`config.mk`:
```
export PLATFORM = sky130hd
export DESIGN_NAME = instr_fetch_unit_flat
export DESIGN_NICKNAME = d
export VERILOG_FILES = /design/src/rtl/instr_fetch_unit_if.sv /design/src/rtl/instr_fetch_unit.sv /design/src/flat_wrapper.sv
export SDC_FILE = /design/constraint.sdc
export NUM_CORES = 1
export LEC_CHECK = 0
export ABC_AREA = 1
export BUFFER_PORTS_ARGS = -buffer_cell sky130_fd_sc_hd__buf_2
export CAP_MARGIN = 20
export CORE_MARGIN = 3
export CORE_UTILIZATION = 55
export DETAILED_ROUTE_END_ITERATION = 8
export MAX_ROUTING_LAYER = met4
export PLACE_DENSITY = 0.88
export SLEW_MARGIN = 0
export SYNTH_ARGS = -nofsm -noshare
export SYNTH_HDL_FRONTEND = slang
export SYNTH_SLANG_ARGS = --single-unit
```
`constraint.sdc`:
```
create_clock -name clk -period 4.5 [get_ports clk]
set_clock_uncertainty 0.15 [all_clocks]
set_input_delay 0.675 -clock clk [delete_from_list [all_inputs] [get_ports clk]]
set_output_delay 0.675 -clock clk [all_outputs]
set_load 0.005 [all_outputs]
```
`src/rtl/instr_fetch_unit_if.sv`:
```
// Fetch-stage bus: memory address/data, downstream hazard/branch controls and IF/ID outputs.
interface instr_fetch_unit_if #(
  parameter int ADDR_W = 32,
  parameter int INST_W = 32,
  parameter int CNT_W  = 16
);
  logic              freeze;
  logic              branch_taken;
  logic [ADDR_W-1:0] branch_adrs;
  logic [ADDR_W-1:0] inst_adrs;
  logic [INST_W-1:0] inst_data;
  logic [ADDR_W-1:0] if_pc;
  logic [INST_W-1:0] if_inst;
  logic              if_valid;
  logic [CNT_W-1:0]  fetch_count;
  logic              misalign_err;

  modport master (
    input  freeze, branch_taken, branch_adrs, inst_data,
    output inst_adrs, if_pc, if_inst, if_valid, fetch_count, misalign_err
  );

  modport slave (
    output freeze, branch_taken, branch_adrs, inst_data,
    input  inst_adrs, if_pc, if_inst, if_valid, fetch_count, misalign_err
  );
endinterface

```
`src/rtl/instr_fetch_unit.sv`:
```
// IF stage: PC register, zero-latency instruction memory address, IF/ID register
// with freeze and branch redirect/flush, saturating fetch counter, sticky misalign flag.
module instr_fetch_unit #(
  parameter int                ADDR_W   = 32,
  parameter int                INST_W   = 32,
  parameter logic [ADDR_W-1:0] RESET_PC = '0,
  parameter int                CNT_W    = 16
) (
  input  logic                clk,
  input  logic                rst_n,
  instr_fetch_unit_if.master  bus
);

  typedef struct packed {
    logic [ADDR_W-1:0] pc;
    logic [INST_W-1:0] inst;
    logic              valid;
  } ifid_t;

  logic [ADDR_W-1:0] pc;
  logic [ADDR_W-1:0] pc_next4;
  ifid_t             ifid;
  logic [CNT_W-1:0]  cnt;
  logic              err;

  // Modulo 2^ADDR_W: the top word wraps to zero silently.
  assign pc_next4 = pc + ADDR_W'(4);

  always_ff @(posedge clk) begin
    if (!rst_n) begin
      pc   <= RESET_PC;
      ifid <= '0;
      cnt  <= '0;
      err  <= 1'b0;
    end else if (bus.branch_taken) begin
      // Redirect beats freeze; IF/ID becomes a NOP bubble.
      pc   <= {bus.branch_adrs[ADDR_W-1:2], 2'b00};
      ifid <= '0;
      if (bus.branch_adrs[1:0] != 2'b00) err <= 1'b1;
    end else if (!bus.freeze) begin
      pc   <= pc_next4;
      ifid <= '{pc: pc_next4, inst: bus.inst_data, valid: 1'b1};
      if (cnt != {CNT_W{1'b1}}) cnt <= cnt + CNT_W'(1);
    end
  end

  assign bus.inst_adrs    = pc;
  assign bus.if_pc        = ifid.pc;
  assign bus.if_inst      = ifid.inst;
  assign bus.if_valid     = ifid.valid;
  assign bus.fetch_count  = cnt;
  assign bus.misalign_err = err;

endmodule

```
`src/flat_wrapper.sv`:
```
// flat-port wrapper written by rule: the top's interface ports become plain ports
module instr_fetch_unit_flat 
#(
  parameter int                ADDR_W   = 32,
  parameter int                INST_W   = 32,
  parameter logic [ADDR_W-1:0] RESET_PC = '0,
  parameter int                CNT_W    = 16
)
  (clk, rst_n, bus_freeze, bus_branch_taken, bus_branch_adrs, bus_inst_data, bus_inst_adrs, bus_if_pc, bus_if_inst, bus_if_valid, bus_fetch_count, bus_misalign_err);
  instr_fetch_unit_if #(.ADDR_W(ADDR_W), .INST_W(INST_W), .CNT_W(CNT_W)) bus_i ();
  input  logic clk;
  input  logic rst_n;
  input wire logic [$bits(bus_i.freeze)-1:0] bus_freeze;
  input wire logic [$bits(bus_i.branch_taken)-1:0] bus_branch_taken;
  input wire logic [$bits(bus_i.branch_adrs)-1:0] bus_branch_adrs;
  input wire logic [$bits(bus_i.inst_data)-1:0] bus_inst_data;
  output wire logic [$bits(bus_i.inst_adrs)-1:0] bus_inst_adrs;
  output wire logic [$bits(bus_i.if_pc)-1:0] bus_if_pc;
  output wire logic [$bits(bus_i.if_inst)-1:0] bus_if_inst;
  output wire logic [$bits(bus_i.if_valid)-1:0] bus_if_valid;
  output wire logic [$bits(bus_i.fetch_count)-1:0] bus_fetch_count;
  output wire logic [$bits(bus_i.misalign_err)-1:0] bus_misalign_err;
  assign bus_i.freeze = bus_freeze;
  assign bus_i.branch_taken = bus_branch_taken;
  assign bus_i.branch_adrs = bus_branch_adrs;
  assign bus_i.inst_data = bus_inst_data;
  assign bus_inst_adrs = bus_i.inst_adrs;
  assign bus_if_pc = bus_i.if_pc;
  assign bus_if_inst = bus_i.if_inst;
  assign bus_if_valid = bus_i.if_valid;
  assign bus_fetch_count = bus_i.fetch_count;
  assign bus_misalign_err = bus_i.misalign_err;
  instr_fetch_unit #(.ADDR_W(ADDR_W), .INST_W(INST_W), .RESET_PC(RESET_PC), .CNT_W(CNT_W)) u_core (.clk(clk), .rst_n(rst_n), .bus(bus_i));
endmodule
```
* After elaboration in Yosys (flattened, before gate mapping)
Index checks and enable logic that the tools add are counted. W data, S select, Z words.
Word-level totals: bits in registers 114, input bits 68, word-level logic and storage cells 20
Operators by class: $add $sub $neg 2, equal/unequal tests 2, muxes and demuxes 2, bitwise gates (word level) 3, reductions and logical operators 4
Operators by type and width (count):
- $mux W32 | 2
- $add A32 B3 Y32 const B | 1
- $add A16 B1 Y16 const B | 1
- $ne A16 B16 Y1 const B | 1
- $not A1 Y1 | 3
- $reduce_and A3 Y1 | 1
- $ne A2 B1 Y1 const B | 1
- $reduce_and A2 Y1 | 1
- $reduce_bool A2 Y1 | 1
- $reduce_or A2 Y1 | 1

* Longest topological paths before layout
word-level depth 3, gate-level depth with buffers 10, depth with buffers taken out 10

* Worst setup path after synthesis
No wires, ideal clock.
path type input port to flip-flop, start point input port bus_freeze, end point register u_core.cnt[4], in the netlist u_core.bus.fetch_count[4], library setup time 0.118 ns, arrival time 1.538 ns, data required time 4.232 ns, path slack 2.694 ns, stages 7, buffers on the path 3, cells stage by stage buf_2 -> nor2_1 -> nand2_2 -> buf_6 -> buf_12 -> nor3_1 -> nor2_1
On the way: word-level cells in the longest chain between the ends 2
Ends and longest elaborated chain:
- start: declaration | line flat_wrapper.sv:13 | input wire logic [$bits(bus_i.freeze)-1:0] bus_freeze;
- $not A1 Y1 (no source line)
- $reduce_and A3 Y1 (no source line)
- end signal: assignment | line instr_fetch_unit.sv:43 | if (cnt != {CNT_W{1'b1}}) cnt <= cnt + CNT_W'(1);
- end: declaration | line instr_fetch_unit.sv:23 | logic [CNT_W-1:0] cnt;
No other way between the ends. A chain may end at the register's enable or synchronous reset.

* Worst setup path in the final report
start point input port bus_branch_taken, end point register u_core.cnt[7], in the netlist u_core.bus.fetch_count[7]
On the way: word-level cells in the longest chain between the ends 2
Ends and longest elaborated chain:
- start: declaration | line flat_wrapper.sv:14 | input wire logic [$bits(bus_i.branch_taken)-1:0] bus_branch_taken;
- $not A1 Y1 (no source line)
- $reduce_and A3 Y1 (no source line)
No other way between the ends.

==> run_results.csv <==
group,metric,value,unit
timing,setup_slack,2.21,ns
worst_setup_path,path_buf_inv,4,
timing,worstMarginPinSlew,0.719,ns
clocking,ctsResizeCount,0,
placed_design,portBuffers,177,
yosys,synth_top_cell_by_area,"dfxtp_1",
yosys,netlist.area_leader.share,0.398,
clocking,cts_tree,"yes",
worst_setup_path,crit_cells,8,
route,met3WireLength,1200,um
timing,fin_tns_setup,0,ns
worst_setup_path,crit_end,"u_core.bus.fetch_count[7]$_SDFFE_PN0P_",
timing,timing.fmax,437,MHz
yosys,ys_ff_latch,110,
status,status,"complete, but fails checks",
floorplanning,coreArea,9500,sq um
timing,post-route-period-util,0.508,
yosys,synthCells,844,
worst_setup_path,rr_worst_depth,9,
power,power_leakage,3.25,nW
route,drc_errors,1,
placed_design,gp_congestion,0.941,
floorplanning,die_area,11300,sq um
clocking,root_buffer,"clkbuf_8",
placed_design,dp_hpwl,11000,um
global_routing,grt_pass1_wl,24200,um
global_routing,grt_pass1_vias,5263,
yosys,synth.distinct_cells,29,
yosys,synthTopCellsByArea,"dfxtp_1 (40%), nand2_1 (18%), nor2_1 (7.2%)",
clocking,clockBufferDepth,2,
finish,area_growth,20.2,%
clocking,cts_buffers,9,
worst_setup_path,slowest_delay,0.34,ns
worst_setup_path,critPathArrivalTime,2.44,ns
route,dr.pass1.iters,7,
clocking,cts_setup_buffers,0,
worst_setup_path,r2r_slack,2.29,ns
job,drv_cap,0,
floorplanning,die_width,106,um
worst_setup_path,critical_path.slowest_cell,"buf_2",
worst_setup_path,end_kind,"flip-flop",
worst_setup_path,reg2reg_to,"u_core.bus.fetch_count[7]$_SDFFE_PN0P_",
yosys,syn_area,5530,sq um
route,routed.top_layer,"met4",
clocking,clk_pin_slew,0.10,ns
route,met1Wirelength,6340,um
clocking,clkLatencyLatePin,0.37,ns
finish,fin_nets,1071,
finish,layout-drive-gt1-share,0.231,
global_routing,grt_usage,0.267,
timing,slew_viol_final,0,
timing,hold_viol_final,0,
timing,slew_headroom,0.521,
clocking,holdBufCountCts,0,
worst_setup_path,path_common_cell,"buf_4",
route,antenna_left,0,
route,vias,5747,
route,drt_iter0_markers,379,
worst_setup_path,path_delay_family,"buffers and inverters",
timing,period_minus_slack,2.29,ns
floorplanning,num_rows,35,
worst_setup_path,startpoint,"bus_branch_taken",
clocking,clkSinkCount,110,
global_routing,grt.overflow.total,0,
power,vdd_drop_max,0.000191,V
floorplanning,start_util,0.582,
power,powerDensity,284,nW/um^2
floorplanning,pin_count,182,
route,via_per_inst,5.06,
global_routing,grt_max_degree,65,
clocking,cts_htree_levels,3,
route,wire_per_inst,13.2,um
yosys,synth.avg_cell_area,6.55,sq um
yosys,yosys_warnings,0,
placed_design,pre_cts_slack,1.87,ns
worst_setup_path,crit_type,"in2reg",
status,violations,"DRC",
route,wl,15000,um
yosys,seq_area_frac_synth,0.398,
route,routed-wl-met2,7130,um
worst_setup_path,required,4.65,ns
worst_setup_path,cp_cell_sequence,"buf_2, nor2_2, buf_4, nand2_2, buf_4, inv_1, o21ai_0, a21oi_1",
timing,setup_violations,0,
worst_setup_path,critPathLaunchType,"primary input",
timing,grt_setup_unrepaired,"no",
floorplanning,dieHeight,106,um
worst_setup_path,rr_startpoint,"u_core.bus.fetch_count[0]$_SDFFE_PN0P_",
global_routing,antenna_found_initial,1,
worst_hold_path,holdCritPathClass,"reg2reg",
worst_setup_path,crit_fanout,34,
## routing by layer
metal	up-vias	global-route usage
met5	-	-
met4	0	0.0888
met3	21	0.0528
met2	213	0.441
met1	2572	0.329
li1	2941	-
## logic make-up (layout without fill, tap and decap cells)
family	count (synthesis)	count (layout)	share of synthesized area
AOI/OAI and AO/OA	135	135	0.132
xor gates and xnor gates	16	16	0.0254
adders and majority gates	2	2	0.00453
buffers and inverters	140	299	0.105
DFF	110	110	0.398
other	1	5	0.000678
and+or+nand+nor	440	440	0.335
## per-stage QoR
stage / hold WS, ns / total power [mW] / cells / area (sq um) / utilization
floorplan: 0.297 / 1.20 / 847 / 5540 / -
global placement: 0.288 / 1.29 / 1119 / 6440 / 0.677
detailed placement: 0.292 / 1.29 / 1119 / 6440 / 0.677
CTS: 0.308 / 1.90 / 1135 / 6640 / 0.699
global route: 0.341 / 1.98 / 1136 / 6640 / 0.699
finish: 0.306 / 1.89 / 1136 / 6640 / 0.699
## cell type report
| cell class | count | area, sq um |
|---|---|---|
| Antenna cell | 1 | 2.50 |
| Clock buffer | 9 | 124 |
| Clock inverter | 7 | 81.3 |
| Fill cell | 877 | 2860 |
| Inverter | 98 | 368 |
| Multi-Input combinational cell | 597 | 2760 |
| Sequential cell | 110 | 2200 |
| Tap cell | 129 | 161 |
| Timing Repair Buffer | 185 | 946 |
## worst min-delay path: cells and delay by family, from the launching register on
family | cells | cell delay, ns
AOI/OAI and AO/OA | 1 | 0.05
buffers and inverters | 1 | 0.05
DFF | 1 | 0.32
## power by group
part | internal (mW) | leakage (nW) | switching (mW)
clock network | 0.266 | 0.106 | 0.350
logic | 0.0911 | 2.25 | 0.133
registers | 1.01 | 0.899 | 0.0381
total | 1.37 | 3.25 | 0.521
## cells in the final DEF (no fill, tap or decap), drive strengths merged
master / synthesis / routed
a21oi: 68 / 68
inv: 98 / 99
ha: 2 / 2
clkbuf: 20 / 9
nand2: 266 / 266
a31oi: 7 / 7
nand3: 40 / 40
nand4: 10 / 10
nor3: 8 / 8
xnor2: 4 / 4
dfxtp: 110 / 110
o21ai: 54 / 54
a21o: 2 / 2
nor2: 116 / 116
a22o: 4 / 4
conb: 1 / 4
buf: 22 / 185
diode: 0 / 1
bufinv: 0 / 1
xor2: 12 / 12
clkinv: 0 / 5
## registers in the layout (all words and copies together), names as in the netlist
signal	cells
u_core.bus.if_valid	1
u_core.bus.fetch_count	16
u_core.bus.if_pc	30
u_core.bus.inst_adrs	30
u_core.bus.if_inst	32
u_core.bus.misalign_err	1
## worst min path at each step
stage / cells after the start / slack [ns] / from / to
global placement: 2 / 0.29 / u_core.bus.misalign_err$_SDFFE_PN0P_ / u_core.bus.misalign_err$_SDFFE_PN0P_
floorplan: 2 / 0.30 / u_core.bus.misalign_err$_SDFFE_PN0P_ / u_core.bus.misalign_err$_SDFFE_PN0P_
CTS: 2 / 0.31 / u_core.bus.misalign_err$_SDFFE_PN0P_ / u_core.bus.misalign_err$_SDFFE_PN0P_
global route: 2 / 0.34 / u_core.bus.if_inst[27]$_SDFFE_PP0N_ / u_core.bus.if_inst[27]$_SDFFE_PP0N_
finish: 2 / 0.31 / u_core.bus.misalign_err$_SDFFE_PN0P_ / u_core.bus.misalign_err$_SDFFE_PN0P_
detailed placement: 2 / 0.29 / u_core.bus.misalign_err$_SDFFE_PN0P_ / u_core.bus.misalign_err$_SDFFE_PN0P_
## cell usage after synthesis (all sizes together)
master,count
xor2,12
ha,2
inv,98
a22o,4
dfxtp,110
a21oi,68
a21o,2
nand3,40
clkbuf,20
nand4,10
conb,1
o21ai,54
nor2,116
nor3,8
nand2,266
a31oi,7
buf,22
xnor2,4
Note: power is estimated with default switching activity, not from simulation.
